## config.mk

```make
export PLATFORM = sky130hd
export DESIGN_NAME = fetch_queue
export DESIGN_NICKNAME = d
export VERILOG_FILES = /design/src/rtl/core_pkg.sv /design/src/rtl/fq_storage.sv /design/src/rtl/fetch_queue.sv
export SDC_FILE = /design/constraint.sdc
export NUM_CORES = 1
export LEC_CHECK = 0
export BUFFER_PORTS_ARGS = -buffer_cell sky130_fd_sc_hd__buf_2
export CAP_MARGIN = 20
export CORE_UTILIZATION = 30
export CTS_BUF_LIST = sky130_fd_sc_hd__clkbuf_4 sky130_fd_sc_hd__clkbuf_8
export DETAILED_ROUTE_END_ITERATION = 8
export HOLD_SLACK_MARGIN = 0.06
export PLACE_DENSITY_LB_ADDON = 0.08
export SETUP_SLACK_MARGIN = 0.2
export SLEW_MARGIN = 0
export SYNTH_ARGS = -nofsm -noshare
export SYNTH_HDL_FRONTEND = slang
export SYNTH_SLANG_ARGS = --single-unit
export TNS_END_PERCENT = 10
```

## constraint.sdc

```tcl
create_clock -name clk -period 3.7 [get_ports clk]
set_input_delay 0.37 -clock clk [delete_from_list [all_inputs] [get_ports clk]]
set_output_delay 0.37 -clock clk [all_outputs]
set_load 0.005 [all_outputs]
```

## src/rtl/core_pkg.sv

```systemverilog
// ---------------------------------------------------------------------------
// core_pkg
// Shared definitions for the front end of the core: the canonical NOP
// encoding, the opcode field width and the base opcode encodings that the
// decode control logic switches on.
// No ports (package).
// ---------------------------------------------------------------------------
package core_pkg;

    localparam int          OPCODE_W = 7;
    localparam logic [31:0] NOP_INST = 32'h0000_0013;   // addi x0, x0, 0

    // Base opcode encodings seen by decode control.
    typedef enum logic [OPCODE_W-1:0] {
        OP_LOAD   = 7'b000_0011,
        OP_IMM    = 7'b001_0011,
        OP_AUIPC  = 7'b001_0111,
        OP_STORE  = 7'b010_0011,
        OP_REG    = 7'b011_0011,
        OP_LUI    = 7'b011_0111,
        OP_BRANCH = 7'b110_0011,
        OP_JALR   = 7'b110_0111,
        OP_JAL    = 7'b110_1111,
        OP_SYSTEM = 7'b111_0011
    } opcode_e;

    // Extracts the opcode field from a 32-bit instruction word.
    function automatic logic [OPCODE_W-1:0] opcode_of(input logic [31:0] inst);
        return inst[OPCODE_W-1:0];
    endfunction

endpackage

```

## src/rtl/fq_storage.sv

```systemverilog
// ---------------------------------------------------------------------------
// fq_storage
// DEPTH x WIDTH register array for the fetch queue. One synchronous write
// port and one combinational read port. The array is deliberately not reset:
// validity is tracked entirely by the queue pointers and count.
// Ports:
//   clk      in   core clock
//   wr_en    in   write strobe
//   wr_addr  in   write index
//   wr_data  in   write data
//   rd_addr  in   read index
//   rd_data  out  read data (combinational)
// ---------------------------------------------------------------------------
module fq_storage #(
    parameter int DEPTH = 4,
    parameter int WIDTH = 64
) (
    input  logic                     clk,
    input  logic                     wr_en,
    input  logic [$clog2(DEPTH)-1:0] wr_addr,
    input  logic [WIDTH-1:0]         wr_data,
    input  logic [$clog2(DEPTH)-1:0] rd_addr,
    output logic [WIDTH-1:0]         rd_data
);

    logic [WIDTH-1:0] mem_r [DEPTH];

    // Write port: store one entry on the rising edge when enabled.
    always_ff @(posedge clk) begin
        if (wr_en) begin
            mem_r[wr_addr] <= wr_data;
        end
    end

    assign rd_data = mem_r[rd_addr];

endmodule

```

## src/rtl/fetch_queue.sv

```systemverilog
// ---------------------------------------------------------------------------
// fetch_queue
// Instruction queue between the I-memory response path and decode. Holds up
// to DEPTH {pc, inst} pairs, drops responses tagged with a stale epoch, and
// clears itself (toggling the epoch) on a redirect flush. The head entry is
// held in output registers that load NOP/0 whenever the queue will be empty,
// so decode never sees a garbage opcode.
// Ports:
//   clk, reset_n           clock, asynchronous active-low reset
//   flush                  redirect: empty the queue, toggle epoch
//   if_valid/if_ready      fetch response handshake
//   if_inst, if_pc         fetch response payload
//   if_epoch               epoch tag of the response
//   cur_epoch              current epoch for tagging new requests
//   id_valid/id_ready      decode handshake
//   id_inst, id_pc         head entry
//   id_opcode              head opcode field
//   count, full, empty     occupancy status
// ---------------------------------------------------------------------------
module fetch_queue
    import core_pkg::*;
#(
    parameter int DEPTH = 4,
    parameter int XLEN  = 32
) (
    input  logic                       clk,
    input  logic                       reset_n,
    input  logic                       flush,
    input  logic                       if_valid,
    input  logic [XLEN-1:0]            if_inst,
    input  logic [XLEN-1:0]            if_pc,
    input  logic                       if_epoch,
    output logic                       if_ready,
    output logic                       cur_epoch,
    output logic                       id_valid,
    input  logic                       id_ready,
    output logic [XLEN-1:0]            id_inst,
    output logic [XLEN-1:0]            id_pc,
    output logic [OPCODE_W-1:0]        id_opcode,
    output logic [$clog2(DEPTH+1)-1:0] count,
    output logic                       full,
    output logic                       empty
);

    localparam int PTR_W = $clog2(DEPTH);
    localparam int CNT_W = $clog2(DEPTH+1);

    logic [PTR_W-1:0]  wr_ptr_r, rd_ptr_r;
    logic [PTR_W-1:0]  wr_ptr_nxt_s, rd_ptr_nxt_s;
    logic [CNT_W-1:0]  count_r, count_nxt_s;
    logic              epoch_r;
    logic [XLEN-1:0]   id_inst_r, id_pc_r;
    logic [XLEN-1:0]   head_inst_nxt_s, head_pc_nxt_s;
    logic [2*XLEN-1:0] rd_data_s;
    logic              full_s, empty_s;
    logic              push_s, pop_s;

    // Status is decoded from the registered count, not held in separate flops.
    assign full_s  = (count_r == CNT_W'(DEPTH));
    assign empty_s = (count_r == {CNT_W{1'b0}});

    assign push_s = if_valid & ~full_s & (if_epoch == epoch_r) & ~flush;
    assign pop_s  = ~empty_s & id_ready & ~flush;

    fq_storage #(
        .DEPTH (DEPTH),
        .WIDTH (2*XLEN)
    ) u_storage (
        .clk     (clk),
        .wr_en   (push_s),
        .wr_addr (wr_ptr_r),
        .wr_data ({if_pc, if_inst}),
        .rd_addr (rd_ptr_nxt_s),
        .rd_data (rd_data_s)
    );

    // Next-state for pointers, count and the head register contents.
    always_comb begin
        wr_ptr_nxt_s    = wr_ptr_r;
        rd_ptr_nxt_s    = rd_ptr_r;
        count_nxt_s     = count_r;
        head_inst_nxt_s = XLEN'(NOP_INST);
        head_pc_nxt_s   = {XLEN{1'b0}};

        if (flush) begin
            wr_ptr_nxt_s = {PTR_W{1'b0}};
            rd_ptr_nxt_s = {PTR_W{1'b0}};
            count_nxt_s  = {CNT_W{1'b0}};
        end else begin
            if (push_s) begin
                wr_ptr_nxt_s = wr_ptr_r + PTR_W'(1);
            end else begin
                wr_ptr_nxt_s = wr_ptr_r;
            end
            if (pop_s) begin
                rd_ptr_nxt_s = rd_ptr_r + PTR_W'(1);
            end else begin
                rd_ptr_nxt_s = rd_ptr_r;
            end
            case ({push_s, pop_s})
                2'b10:   count_nxt_s = count_r + CNT_W'(1);
                2'b01:   count_nxt_s = count_r - CNT_W'(1);
                default: count_nxt_s = count_r;
            endcase
        end

        // The next head is the entry at the next read pointer. When that slot
        // is the one being written this cycle (queue empty, or one entry that
        // is popped while pushing), the array still holds old data, so take
        // the incoming payload instead.
        if (count_nxt_s == {CNT_W{1'b0}}) begin
            head_inst_nxt_s = XLEN'(NOP_INST);
            head_pc_nxt_s   = {XLEN{1'b0}};
        end else if (push_s && (wr_ptr_r == rd_ptr_nxt_s)) begin
            head_inst_nxt_s = if_inst;
            head_pc_nxt_s   = if_pc;
        end else begin
            head_inst_nxt_s = rd_data_s[XLEN-1:0];
            head_pc_nxt_s   = rd_data_s[2*XLEN-1:XLEN];
        end
    end

    // Queue state, epoch and registered head outputs.
    always_ff @(posedge clk or negedge reset_n) begin
        if (!reset_n) begin
            wr_ptr_r  <= {PTR_W{1'b0}};
            rd_ptr_r  <= {PTR_W{1'b0}};
            count_r   <= {CNT_W{1'b0}};
            epoch_r   <= 1'b0;
            id_inst_r <= XLEN'(NOP_INST);
            id_pc_r   <= {XLEN{1'b0}};
        end else begin
            wr_ptr_r  <= wr_ptr_nxt_s;
            rd_ptr_r  <= rd_ptr_nxt_s;
            count_r   <= count_nxt_s;
            epoch_r   <= flush ? ~epoch_r : epoch_r;
            id_inst_r <= head_inst_nxt_s;
            id_pc_r   <= head_pc_nxt_s;
        end
    end

    assign if_ready  = ~full_s;
    assign cur_epoch = epoch_r;
    assign id_valid  = ~empty_s;
    assign id_inst   = id_inst_r;
    assign id_pc     = id_pc_r;
    assign id_opcode = id_inst_r[OPCODE_W-1:0];
    assign count     = count_r;
    assign full      = full_s;
    assign empty     = empty_s;

endmodule

```

== Yosys cells after proc, flatten, opt, wreduce, memory -nomap -nowiden ==
Memory sizes are Yosys's and may differ from the RTL's.
Index checks and enable logic that the tools add are counted.

* Reductions and logical operators: 4
* Multiplexer cells: 12
* Bitwise logic cells: 9
* Equality and inequality tests: 5
* $add $sub $neg: 4

{| class="wikitable"
|+ Operator list
! operator !! number
|-
| 32-bit two-way mux || 4
|-
| 2-bit two-way mux || 4
|-
| 3-bit zero test || 2
|-
| 3-bit one-hot mux with 2 select lines || 1
|-
| 1-bit bitwise AND || 5
|-
| 2-bit by 1-bit adder with 2-bit output (second input constant) || 2
|-
| 1-bit NOT || 4
|-
| 3-bit by 1-bit adder with 3-bit output (second input constant) || 1
|-
| 3-bit == test (second input constant) || 1
|-
| 3-bit two-way mux || 1
|-
| 3-bit by 1-bit subtractor with 3-bit output (second input constant) || 1
|-
| 2-bit by 1-bit == test with 1-bit output (second input constant) || 1
|-
| 2-bit == test || 1
|-
| 2-bit == test (second input constant) || 1
|-
| 1-bit two-way mux || 2
|-
| 2-bit nonzero test || 1
|-
| 1-bit == test || 1
|-
| 1-bit logical AND || 1
|}

* Bits of input ports: 70
* RAM bits: 256
* Bits in registers: 72
* Output and inout bits: 79
* Memories: 1
* Word-level logic and storage cells: 41

{| class="wikitable"
|+ Memory list
! memory !! words !! bits a word !! read ports !! clocked after Yosys merged registers in !! write ports !! RTL line !! source
|-
| u_storage.mem_r || 4 || 64 || 1 || 0 || 1 || fq_storage.sv:26 || <nowiki>logic [WIDTH-1:0] mem_r [DEPTH];</nowiki>
|}

== Longest topological paths before layout ==
Gate-level depths: netlist of run 1.

* Word-level depth: 10
* Gate-level depth with buffers: 13
* Depth with buffers taken out: 12

== By module ==
Synthesis of run 1 repeated with hierarchy kept, for this count alone.

* Cells, all modules: 703
* Area total of the unflattened synthesis: 13,425.4 um^2

{| class="wikitable"
|+ Modules (own cells, without submodules)
! module !! cells each !! times used !! area each (um^2)
|-
| fq_storage || 338 || 1 || 9,341.5
|-
| fetch_queue || 365 || 1 || 4,083.9
|}

== Least setup slack after synthesis of run 1 ==
No wires, ideal clock.

* Kind: input -> register
* From: input flush
* To: register id_inst_r[10], in the netlist id_inst[10]
* Path buffers: 4
* Required time: 3,635 ps
* Data arrival time: 3,165 ps
* Library setup time: 65 ps
* Cell stages on the path: 12
* Path slack: 469 ps
* Path through: clkbuf_1 clkbuf_1 buf_1 nor3b_1 ha_1 fa_1 xnor2_1 or3_1 a41o_1 nor2_2 buf_2 a22o_1

* Cells in the longest elaborated chain, start to end: 8
* Elaborated cells on any way between the ends: 15
* Classes of those cells: eq/ne (3); mux (6); bitwise (3); reduce/logical (2); memory (1)

{| class="wikitable"
|+ RTL lines
! what !! RTL line !! source
|-
| start, declared || fetch_queue.sv:28 || <nowiki>input logic flush,</nowiki>
|-
| parallel branches: the longest is 7 deep, another holds memory 4 x 64 bit || n/a ||
|-
| 32-bit two-way mux * || fetch_queue.sv:111 || <nowiki>if (count_nxt_s == {CNT_W{1'b0}}) begin</nowiki>
|-
| named net head_inst_nxt_s[10] || fetch_queue.sv:53 || <nowiki>logic [XLEN-1:0] head_inst_nxt_s, head_pc_nxt_s;</nowiki>
|-
| end signal, assigned || fetch_queue.sv:130 || <nowiki>id_inst_r <= XLEN'(NOP_INST);</nowiki>
|-
| end signal, assigned || fetch_queue.sv:137 || <nowiki>id_inst_r <= head_inst_nxt_s;</nowiki>
|-
| end, declared || fetch_queue.sv:52 || <nowiki>logic [XLEN-1:0] id_inst_r, id_pc_r;</nowiki>
|}

Mark *: on every way through the listed nets, which the timed path passes.
A chain may end at the register's enable or synchronous reset.

== Worst setup path in the final report of run 1 ==
* From: register count_r[2], in the netlist count[2]
* To: register id_pc_r[12], in the netlist id_pc[12]

* Cells in the longest elaborated chain, start to end: 10
* Elaborated cells on any way between the ends: 23
* Classes of those cells: add/sub (2); eq/ne (4); mux (6); bitwise (7); reduce/logical (3); memory (1)

{| class="wikitable"
|+ RTL lines
! what !! RTL line !! source
|-
| start, declared || fetch_queue.sv:50 || <nowiki>logic [CNT_W-1:0] count_r, count_nxt_s;</nowiki>
|-
| start signal, assigned || fetch_queue.sv:128 || <nowiki>count_r <= {CNT_W{1'b0}};</nowiki>
|-
| start signal, assigned || fetch_queue.sv:135 || <nowiki>count_r <= count_nxt_s;</nowiki>
|-
| 3-bit == test or 3-bit zero test (tied branches) || fetch_queue.sv:59, fetch_queue.sv:60 ||
|-
| 1-bit NOT (on tied branches) || fetch_queue.sv:62, fetch_queue.sv:63 ||
|-
| 1-bit bitwise AND (on tied branches) (2 in a row) || fetch_queue.sv:62, fetch_queue.sv:63 ||
|-
| 1-bit bitwise AND or 2-bit two-way mux (tied branches) || fetch_queue.sv:62, fetch_queue.sv:95 ||
|-
| 2-bit by 1-bit == test with 1-bit output (tied with other cells) || fetch_queue.sv:100 || <nowiki>case ({push_s, pop_s})</nowiki>
|-
| 3-bit one-hot mux with 2 select lines or 2-bit == test (tied branches) || fetch_queue.sv:100, fetch_queue.sv:114 ||
|-
| 3-bit two-way mux or 1-bit logical AND (tied branches) || fetch_queue.sv:85, fetch_queue.sv:114 ||
|-
| 3-bit zero test or 32-bit two-way mux (tied branches) || fetch_queue.sv:111, fetch_queue.sv:114 ||
|-
| 32-bit two-way mux * || fetch_queue.sv:111 ||
|-
| named net head_pc_nxt_s[12] || fetch_queue.sv:53 ||
|-
| end signal, assigned || fetch_queue.sv:131 || <nowiki>id_pc_r <= {XLEN{1'b0}};</nowiki>
|-
| end signal, assigned || fetch_queue.sv:138 || <nowiki>id_pc_r <= head_pc_nxt_s;</nowiki>
|-
| end, declared || fetch_queue.sv:52 ||
|}

The timed path passes the listed nets; every way through them passes the cells marked *.

==> results.md, run 1 <==
- Fill count: 4152
- Hold Vio Cnt, Final: 0
- Initial antenna violation count: 0
- Setup WS post-layout: 346 ps
- GRT overflow: 0
- Placed Area: 0.0145 mm^2
- Post-route cell area: 0.0165 mm^2
- Power Dens Cells: 596 mW/mm^2
- Worst skew pair latency: 630 ps
- Fin crit share: 0.906
- Row count: 76
- Critical path cell sequence: nand2_1 -> inv_2 -> and4bb_2 -> inv_1 -> ha_1 -> fa_1 -> xnor2_1 -> or3_1 -> a41o_2 -> nor2_4 -> buf_12 -> a22o_1
- Final slew viol count: 0
- H-Tree Depth: 2
- CP arrival: 3900 ps
- N_diodes: 0
- Status: finished clean
- Layout cell share with drive strength beyond 1: 0.271
- Worst slew pin tran: 1050 ps
- Dpl hpwl: 17800 um
- YS warnings: 0
- Routability cong.: 0.694
- FF+latch area: 0.00949 mm^2
- CP max FO: 26
- Setup TNS: 0 ps
- Syn Std Cell Area: 0.0130 mm^2
- Total CTS buffers: 58
- Max frequency: 0.298 GHz
- CP peak stage delay: 470 ps
- Largest net degree at the start of global routing: 254
- Dpl cells: 1508
- Final cell count without fillers: 1686
- Die height: 210 um
- Net count, final: 1128
- Hold crit path type: in2reg
- Unique masters post-synth: 39
- Final Skew: 29.2 ps
- Post-synth top area share: 0.590
- Syn Area/Cell: 15.5 um^2
- Worst Setup Start Kind: flip-flop
- CP max stage cell: dfrtp_2
- Max-cap viol count: 0
- DIE AREA: 0.0443 mm^2
- Clock root buffer: clkbuf_8
- First-pass GRT wire length: 54400 um
- Setup-failing EPs final: 0
- Detailed-route DRC error count: 0
- VDD IR max: 0.289 mV
- Syn Inst Count: 840
- Total track usage: 0.164
- Layout area overhead: 26.5%
- Ports: 149
- Total core area: 0.0430 mm^2
- RSZ-0062 raised after global routing: false
- Clk slew on worst S/H paths: 60 ps
- Worst slack, placed: 225 ps
- Die width: 210 um
- Routed WL per cell: 21.6 um
- Most common cell after layout, fill and taps aside: edfxtp_1
- Drt pass-1 iters: 5
- Setup CP Type: reg2reg
- Sink Count: 328
- Leakage power: 5.87 nW
- ANT nets after route: 0
- Vias per std cell: 4.93
- Slew HR: 0.301
- CTS max path bufs: 3
- Via count: 8320
- Minimum clock period: 3350 ps
- Final Util: 0.384
- Multi-input gate area: 0.00319 mm^2
- Starting DRT DRC Count: 411
- Routed WL: 36400 um
- Synth top area cells: edfxtp_1 (59%), dfrtp_1 (13%), a22o_1 (4.1%)
- Starting Density: 0.303
- Most frequent cells in the layout: edfxtp_1 (256), buf_2 (146), clkbuf_8 (68), dfrtp_1 (68), dlygate4sd3_1 (65)
- Seq/Total Area, Yosys: 0.728
- Syn nets: 916
- TritonCTS clock tree: done
- CP Capture Type: flip-flop
- #FFs+latches synth: 328
- Largest area contributor in the netlist: edfxtp_1
- I/O Buffers: 148
- Critical Path RT: 4250 ps
- Number of global-route vias before repair: 8670
## kinds of logic (layout without fill, tap and decap cells)
group                      Yosys count  count (layout)  share of synthesized area
muxes                                5               5                    0.00672
adders and majority gates            6               6                    0.00633
and+or+nand+nor                     82              82                     0.0442
buffers and inverters               92             353                     0.0318
AOI/OAI and AO/OA                  316             316                      0.173
DFF                                328             328                      0.728
xor gates and xnor gates            11              11                     0.0102
## stage by stage
step | power, mW | hold WS (ps)
2_1_floorplan | 5.46 | 74.4
3_3_place_gp | 6.26 | 500
3_5_place_dp | 6.25 | 492
4_1_cts | 9.95 | 114
5_1_grt | 10.3 | 158
6_report | 9.83 | 166
## timing repair
action | 4_1_cts | 5_1_grt
endpoints found under the hold margin | 375 | 0
hold buffers | 65 | 0
pin swaps | 0 | 2
gates resized for setup | 1 | 4
endpoints found under the setup margin | 3 | 61
cloned | 0 | 2
buffers inserted | 0 | 1
## worst max-delay path, delay by kind of cell, from the launching register on
kind                     cells  cell delay [ps]
AO/OA/AOI/OAI                2              530
XOR/XNOR                     1              150
adder cells (fa/ha/maj)      2              640
buffers and inverters        3              340
flip-flops                   1              470
AND/OR/NAND/NOR              4             1120
## final timing paths
check	from	to	slack, ps	cells after the start
worst min register to register	cur_epoch$_DFFE_PN0P_	cur_epoch$_DFFE_PN0P_	500	1
worst max register to register	count[2]$_DFF_PN0_	id_pc[12]$_DFF_PN0_	350	12
max in group asynchronous	reset_n	id_pc[12]$_DFF_PN0_	2800	3
worst max-delay path	count[2]$_DFF_PN0_	id_pc[12]$_DFF_PN0_	350	12
worst min-delay path	if_valid	wr_ptr_r[0]$_DFFE_PN0P_	170	4
min in group asynchronous	reset_n	id_inst[3]$_DFF_PN0_	260	2
## synth_stat cells (all sizes together)
cell and count:
a32oi 61, ha 5, xnor2 6, and4bb 1, xnor3 1, edfxtp 256, and3 1, inv 6
dfstp 3, xor2 4, o311ai 1, nand2 1, mux2i 2, buf 39, nand3b 61, nor3b 1
a21bo 3, nor2 8, a22o 61, mux4 3, o31ai 1, or3 2, or2 1, clkbuf 47
dfrtp 69, a41o 1, nand3 2, a211oi 61, and2 4, a21oi 4, fa 1, o21ai 123
## power breakdown
part / switching (mW) / total [mW] / internal, mW
clock: 1.52 / 3.58 / 2.06
sequential: 0.134 / 4.48 / 4.34
combinational: 1.04 / 1.77 / 0.738
## layer usage
metal | up-vias | track usage | wire [um]
met4 | 0 | 0.0575 | 851
met5 | - | 0 | 0
met1 | 4244 | 0.213 | 16400
li1 | 3825 | - | -
met2 | 185 | 0.275 | 17600
met3 | 66 | 0.0286 | 1510
## area by class of cell
type | instances | share of cell area
Multi-Input combinational cell | 420 | 0.193
Clock buffer | 93 | 0.0681
Sequential cell | 328 | 0.576
Tap cell | 585 | 0.0444
Timing Repair Buffer | 238 | 0.109
Clock inverter | 16 | 0.00797
Inverter | 6 | 0.00137
## flip-flops by register name, summed over array words and instances, names as in the netlist
name,cells
count,3
rd_ptr_r,2
u_storage.mem_r,256
wr_ptr_r,2
cur_epoch,1
id_pc,32
id_inst,32
No activity file was read; power rests on OpenSTA's default activity.
==> inputs of run 2 (changes only) <==
--- a/config.mk
+++ b/config.mk
@@ -12,6 +12,7 @@
 export DETAILED_ROUTE_END_ITERATION = 8
 export HOLD_SLACK_MARGIN = 0.06
 export PLACE_DENSITY_LB_ADDON = 0.08
+export REMOVE_ABC_BUFFERS = 1
 export SETUP_SLACK_MARGIN = 0.2
 export SLEW_MARGIN = 0
 export SYNTH_ARGS = -nofsm -noshare
==> run 2 against run 1 <==
Final cell count decreased by 0.12%. Sequential cell count stayed put. Sequential power is essentially flat. First-iteration DRC count shrank 4.6%. Power shrank 1.4%. Clock-buffer cell count fell by 9. Critical endpoint is now id_inst[23]$_DFF_PN0_. Largest cell class unchanged. Largest power group unchanged.
==> results.md, run 2 (synthesized netlist as in run 1, its figures left out) <==
- Status: finished clean (unchanged)
- Hold_ws: 216 ps (was 166 ps)
- Setup WS post-layout: 399 ps (was 346 ps)
- Number of global-route vias before repair: 8597 (was 8670)
- Routed WL per cell: 21.6 um (about the same)
- CP startpoint: count[2]$_DFF_PN0_ (unchanged)
- Worst slack, placed: 325 ps (was 225 ps)
- DIE AREA: 0.0443 mm^2 (unchanged)
- Critical path cell sequence: nand2_1 -> inv_2 -> and4bb_2 -> inv_1 -> ha_1 -> fa_1 -> xnor2_1 -> or3_1 -> a41o_2 -> nor2_4 -> buf_12 -> buf_12 -> a22o_1 (was nand2_1 -> inv_2 -> and4bb_2 -> inv_1 -> ha_1 -> fa_1 -> xnor2_1 -> or3_1 -> a41o_2 -> nor2_4 -> buf_12 -> a22o_1)
- Most frequent cells in the layout: edfxtp_1 (256), buf_2 (146), dfrtp_1 (69) (was edfxtp_1 (256), buf_2 (146), clkbuf_8 (68), dfrtp_1 (68), dlygate4sd3_1 (65))
- ANT nets after route: 0 (unchanged)
- Fin crit share: 0.892 (was 0.906)
- First-pass GRT wire length: 54400 um (about the same)
- Worst skew pair latency: 630 ps (about the same)
- Net count, final: 1126 (was 1128)
- CTS max path bufs: 3 (unchanged)
- FF-to-FF End: id_inst[23]$_DFF_PN0_ (was id_pc[12]$_DFF_PN0_)
- Total core area: 0.0430 mm^2 (unchanged)
- RSZ-0062 raised after global routing: false (unchanged)
- Die width: 210 um (unchanged)
- I/O Buffers: 148 (unchanged)
- Final slew viol count: 0 (unchanged)
- Hold Vio Cnt, Final: 0 (unchanged)
- Critical Path RT: 4250 ps (about the same)
- Register-to-register setup slack: 400 ps (was 350 ps)
- Setup-failing EPs final: 0 (unchanged)
- CP max FO: 25 (was 26)
- Die height: 210 um (unchanged)
- CP max stage cell: dfrtp_1 (was dfrtp_2)
- Power Dens Cells: 591 mW/mm^2 (was 596 mW/mm^2)
- Top reg by flops: u_storage.mem_r (unchanged)
- TritonCTS clock tree: done (unchanged)
- Final cell count without fillers: 1684 (was 1686)
- Starting DRT DRC Count: 392 (was 411)
- CP peak stage delay: 470 ps (about the same)
- Initial antenna violation count: 0 (unchanged)
- Starting Density: 0.303 (unchanged)
- Layout cell share with drive strength beyond 1: 0.265 (was 0.271)
- Layout area overhead: 25.9% (was 26.5%)
- Largest net degree at the start of global routing: 254 (unchanged)
- Most frequent CP cell: buf_12
- R2r worst-path depth: 13 (was 12)
- Ports: 149 (unchanged)
- H-Tree Depth: 2 (unchanged)
- Setup CP Type: reg2reg (unchanged)
- Dpl cells: 1507 (was 1508)
- Clk slew on worst S/H paths: 60 ps (about the same)
- Detailed-route DRC error count: 0 (unchanged)
- Routability cong.: 0.681 (was 0.694)
- Clock root buffer: clkbuf_8 (unchanged)
- Dpl hpwl: 17700 um (was 17800 um)
- Minimum clock period: 3300 ps (was 3350 ps)
- Tot Pwr: 9.69 mW (was 9.83 mW)
- Via count: 8322 (was 8320)
- Leakage power: 5.83 nW (was 5.87 nW)
- Max reg flops: 256 (unchanged)
- Most common cell after layout, fill and taps aside: edfxtp_1 (unchanged)
- Routed WL: 36300 um (was 36400 um)
- Worst Setup Start Kind: flip-flop (unchanged)
- Hold crit path type: in2reg (unchanged)
- Setup TNS: 0 ps (unchanged)
- GRT overflow: 0 (unchanged)
- Row count: 76 (unchanged)
- CP arrival: 3850 ps (was 3900 ps)
- Max-cap viol count: 0 (unchanged)
- Final Skew: 23.4 ps (was 29.2 ps)
- CP Capture Type: flip-flop (unchanged)
- Max frequency: 0.303 GHz (was 0.298 GHz)
- Worst Setup EP: id_inst[23]$_DFF_PN0_ (was id_pc[12]$_DFF_PN0_)
- Total track usage: 0.163 (was 0.164)
- Worst slew pin tran: 1020 ps (was 1050 ps)
- Vias per std cell: 4.94 (was 4.93)
- N_diodes: 0 (unchanged)
- RR Startpoint: count[2]$_DFF_PN0_ (unchanged)
- Sink Count: 328 (unchanged)
- Slew HR: 0.317 (was 0.301)
- Drt pass-1 iters: 7 (was 5)
- VDD IR max: 0.241 mV (was 0.289 mV)
- Total CTS buffers: 57 (was 58)
-- run 2: cell count changes in the layout (fill, tap and decap cells not counted), sizes merged --
cell and delta:
buf -1, clkinv +9, inv -1, clkbuf -9
-- run 2: area by class of cell --
type	instances	area [um^2]
well taps	585	732
clock inverters	24	160
clock buffers	84	1040
fillers	4200	26600
flip-flops and latches	328	9490
inverters	6	22.5
multi-input cells	420	3180
repair buffers	237	1780
-- run 2: where the power goes --
group | internal (mW) | total [mW] | leakage, nW | switching, mW
clock | 1.94 | 3.45 | 0.642 | 1.52
sequential | 4.34 | 4.47 | 3.29 | 0.127
combinational | 0.725 | 1.77 | 1.90 | 1.05
total | 7.00 | 9.69 | 5.83 | 2.69
-- run 2: what timing repair did --
item                                   CTS  global route
buffers inserted                         0             2
endpoints found under the hold margin  338             0
resized for setup                        0             1
setup endpoints to repair                0            49
hold buffers                            65             0
-- run 2: worst min path at each step --
stage / depth (start not counted) / from / slack, ps / endpoint
floorplan: 0 / reset_n / 70 / count[0]$_DFF_PN0_
global placement: 1 / reset_n / 330 / count[0]$_DFF_PN0_
detailed placement: 1 / reset_n / 340 / count[0]$_DFF_PN0_
CTS: 4 / if_valid / 160 / wr_ptr_r[0]$_DFFE_PN0P_
global route: 4 / if_valid / 210 / wr_ptr_r[0]$_DFFE_PN0P_
finish: 4 / if_valid / 220 / wr_ptr_r[0]$_DFFE_PN0P_
-- run 2: worst max-delay path: cells and delay by family (launching register included) --
kind                       cells  cell delay, ps
and+or+nand+nor                4             990
adders and majority gates      2             610
AOI/OAI and AO/OA              2             530
buffers and inverters          4             430
xor gates and xnor gates       1             140
DFF                            1             470
-- run 2: metrics by stage --
stage | utilization | cell area [um^2]
finish | 0.382 | 16400
CTS | 0.380 | 16300
detailed placement | 0.337 | 14500
floorplan | - | 12600
global route | 0.382 | 16400
global placement | 0.337 | 14500
-- run 2: metal layers --
metal,track usage,wire length [um],vias up
met5,0,0,-
met3,0.0343,1590,65
met4,0.0535,777,0
met1,0.223,17000,4259
li1,-,-,3812
met2,0.259,17000,186
==> inputs of run 3 (changes only) <==
--- a/config.mk
+++ b/config.mk
@@ -5,6 +5,7 @@
 export SDC_FILE = /design/constraint.sdc
 export NUM_CORES = 1
 export LEC_CHECK = 0
+export ABC_AREA = 1
 export BUFFER_PORTS_ARGS = -buffer_cell sky130_fd_sc_hd__buf_2
 export CAP_MARGIN = 20
 export CORE_UTILIZATION = 30
==> run 3 against run 2 <==
Setup slack better by 210 ps. Critical path depth up 2. Power up 8.1%. Sequential cell count unchanged. First-iteration DRC count down 1.3%. Core utilization down 1.4 points. Synthesized cell count up 82%. Design area up 10%. Via count up 29%.
==> results.md, run 3 <==
- Status: finished clean (unchanged)
- Row count: 81 (was 76)
- Most common cell after layout, fill and taps aside: inv_1 (was edfxtp_1)
- Syn Inst Count: 1526 (was 840)
- Post-synth EDFFs: 256 (unchanged)
- Fin crit share: 0.835 (was 0.892)
- Detailed-route DRC error count: 0 (unchanged)
- YS warnings: 0 (unchanged)
- Hold Vio Cnt, Final: 0 (unchanged)
- TritonCTS clock tree: done (unchanged)
- CP max FO: 48 (was 25)
- Net count, final: 1797 (was 1126)
- Post-CTS setup buffers: 0 (unchanged)
- Final Skew: 20.3 ps (was 23.4 ps)
- Slew HR: 0.254 (was 0.317)
- I/O Buffers: 148 (unchanged)
- #FFs+latches synth: 328 (unchanged)
- RSZ-0062 raised after global routing: false (unchanged)
- Setup CP Type: reg2reg (unchanged)
- Post-CTS sizing: 0 (unchanged)
- Minimum clock period: 3090 ps (was 3300 ps)
- Clk slew on worst S/H paths: 60 ps (about the same)
- Largest net degree at the start of global routing: 86 (was 254)
- Synth top area cells: edfxtp_1 (51%), dfrtp_1 (12%), inv_1 (8.3%) (was edfxtp_1 (59%), dfrtp_1 (13%), a22o_1 (4.1%))
- Initial antenna violation count: 4 (was 0)
- Hold_ws: 148 ps (was 216 ps)
- Worst skew pair latency: 660 ps (was 630 ps)
- Total core area: 0.0492 mm^2 (was 0.0430 mm^2)
- Drt pass-1 iters: 5 (was 7)
- ANT nets after route: 0 (unchanged)
- Unique masters post-synth: 30 (was 39)
- Setup-failing EPs final: 0 (unchanged)
- Critical Path RT: 4270 ps (was 4250 ps)
- DIE AREA: 0.0509 mm^2 (was 0.0443 mm^2)
- Global Route met3 Usage: 0.0359 (was 0.0343)
- Setup WS post-layout: 609 ps (was 399 ps)
- FFs w/ async S/R, synth: 0.220 (unchanged)
- Worst Setup Start Kind: flip-flop (unchanged)
- Vias per std cell: 4.42 (was 4.94)
- Die width: 226 um (was 210 um)
- H-Tree Depth: 2 (unchanged)
- Worst slack, placed: 582 ps (was 325 ps)
- Syn Area/Cell: 9.82 um^2 (was 15.5 um^2)
- Max frequency: 0.324 GHz (was 0.303 GHz)
- Largest area contributor in the netlist: edfxtp_1 (unchanged)
- GRT overflow: 0 (unchanged)
- Via count: 10.8k (was 8322)
- CP arrival: 3660 ps (was 3850 ps)
- Post-synth top area share: 0.513 (was 0.590)
- Sink Count: 328 (unchanged)
- Worst slew pin tran: 1120 ps (was 1020 ps)
- Busiest grt layer: met2 (unchanged)
- Max-cap viol count: 0 (unchanged)
- CTS max path bufs: 3 (unchanged)
- Top reg by flops: u_storage.mem_r (unchanged)
- Max reg flops: 256 (unchanged)
- Layout area overhead: 20.7% (was 25.9%)
- Leakage power: 8.35 nW (was 5.83 nW)
- Clock root buffer: clkbuf_8 (unchanged)
- Die height: 226 um (was 210 um)
- Power Dens Cells: 580 mW/mm^2 (was 591 mW/mm^2)
- Met1 Track Usage GR: 0.226 (was 0.223)
- Syn Std Cell Area: 0.0150 mm^2 (was 0.0130 mm^2)
- Dpl hpwl: 22000 um (was 17700 um)
- Synth cell count leaders: inv_1 (331), nand2_1 (269), edfxtp_1 (256) (was edfxtp_1 (256), dfrtp_1 (69), o21ai_0 (62))
- Number of global-route vias before repair: 10.7k (was 8597)
- Most frequent cells in the layout: inv_1 (331), nand2_1 (268), edfxtp_1 (256) (was edfxtp_1 (256), buf_2 (146), dfrtp_1 (69))
- Starting Density: 0.305 (was 0.303)
- Layout cell share with drive strength beyond 1: 0.165 (was 0.265)
- Seq/Total Area, Yosys: 0.633 (was 0.728)
- Total CTS buffers: 57 (unchanged)
- CP Capture Type: flip-flop (unchanged)
- Routability cong.: 0.706 (was 0.681)
- First-pass GRT wire length: 65400 um (was 54400 um)
- Total track usage: 0.172 (was 0.163)
- Ports: 149 (unchanged)
- Routed WL per cell: 17.6 um (was 21.6 um)
- Hold crit path type: in2async (was in2reg)
- VDD IR max: 0.310 mV (was 0.241 mV)
- Starting DRT DRC Count: 387 (was 392)
- Dominant cell by count in the synthesized netlist: inv_1 (was edfxtp_1)
- Top_reg_cell synth: edfxtp_1 (unchanged)
- Routed WL: 42800 um (was 36300 um)
- Final slew viol count: 0 (unchanged)
- Met2 usage: 0.281 (was 0.259)
run 3: layer usage:
layer,vias to the layer above,wire (um)
li1,5327,-
met1,5124,20100
met2,223,19700
met3,80,1910
met4,4,1040
met5,-,22
run 3: final timing paths:
path / from / slack (ps) / cells after the start / to
worst max-delay path: count[0]$_DFF_PN0_ / 610 / 15 / id_inst[2]$_DFF_PN0_
worst min-delay path: reset_n / 150 / 2 / id_pc[13]$_DFF_PN0_
worst max register to register: count[0]$_DFF_PN0_ / 610 / 15 / id_inst[2]$_DFF_PN0_
worst min register to register: cur_epoch$_DFFE_PN0P_ / 500 / 1 / cur_epoch$_DFFE_PN0P_
max in group asynchronous: reset_n / 2670 / 3 / id_pc[11]$_DFF_PN0_
min in group clk: if_valid / 150 / 4 / wr_ptr_r[0]$_DFFE_PN0P_
run 3: what timing repair did:
item | in CTS | in global routing
endpoints found under the setup margin | 0 | 0
hold endpoints to repair | 351 | 0
hold buffers | 66 | 0
run 3: cells by family (layout without fill, tap and decap cells):
kind of cell / count (synthesis) / in the layout / synth area share
fa+ha+maj: 6 / 6 / 0.00551
simple gates: 746 / 746 / 0.231
buf+inv: 439 / 683 / 0.127
xor+xnor: 2 / 2 / 0.00117
flops: 328 / 328 / 0.633
other cells: 0 / 2 / 0
compound gates: 5 / 5 / 0.00184
run 3: critical path: stages, from the launching register on:
cell	delay, ps
dfrtp_1	470
nor2_4	80
nand2_2	80
nand3_1	140
nor2_2	210
inv_1	210
ha_1	300
fa_1	490
nor2_1	40
nor3_1	210
inv_1	60
o21ai_0	70
or2_4	160
buf_12	270
nand2_1	90
nor2_1	120
run 3: area by class of cell:
cell class | instances | area, um^2
inverters | 335 | 1260
flip-flops and latches | 328 | 9490
diodes | 2 | 5.00
clock buffers | 79 | 981
clock inverters | 29 | 159
repair buffers | 240 | 1700
fillers | 4967 | 31100
multi-input cells | 759 | 3650
well taps | 664 | 831
run 3: where the power goes:
| part | internal, mW | total, mW | switching [mW] |
|---|---|---|---|
| Sequential | 4.42 | 4.58 | 0.161 |
| Clock | 1.79 | 3.34 | 1.55 |
| Combinational | 0.844 | 2.56 | 1.72 |
| Total | 7.05 | 10.5 | 3.43 |
run 3: per-stage QoR:
| stage | power [mW] | utilization | TNS (ps) | cell area (um^2) | instances |
|---|---|---|---|---|---|
| 2_1_floorplan | 6.03 | - | -246140 | 14300 | 1422 |
| 3_3_place_gp | 7.22 | 0.331 | 0 | 16300 | 2260 |
| 3_5_place_dp | 7.22 | 0.331 | 0 | 16300 | 2260 |
| 4_1_cts | 10.7 | 0.368 | 0 | 18100 | 2434 |
| 5_1_grt | 11.2 | 0.368 | 0 | 18100 | 2436 |
| 6_report | 10.5 | 0.368 | 0 | 18100 | 2436 |
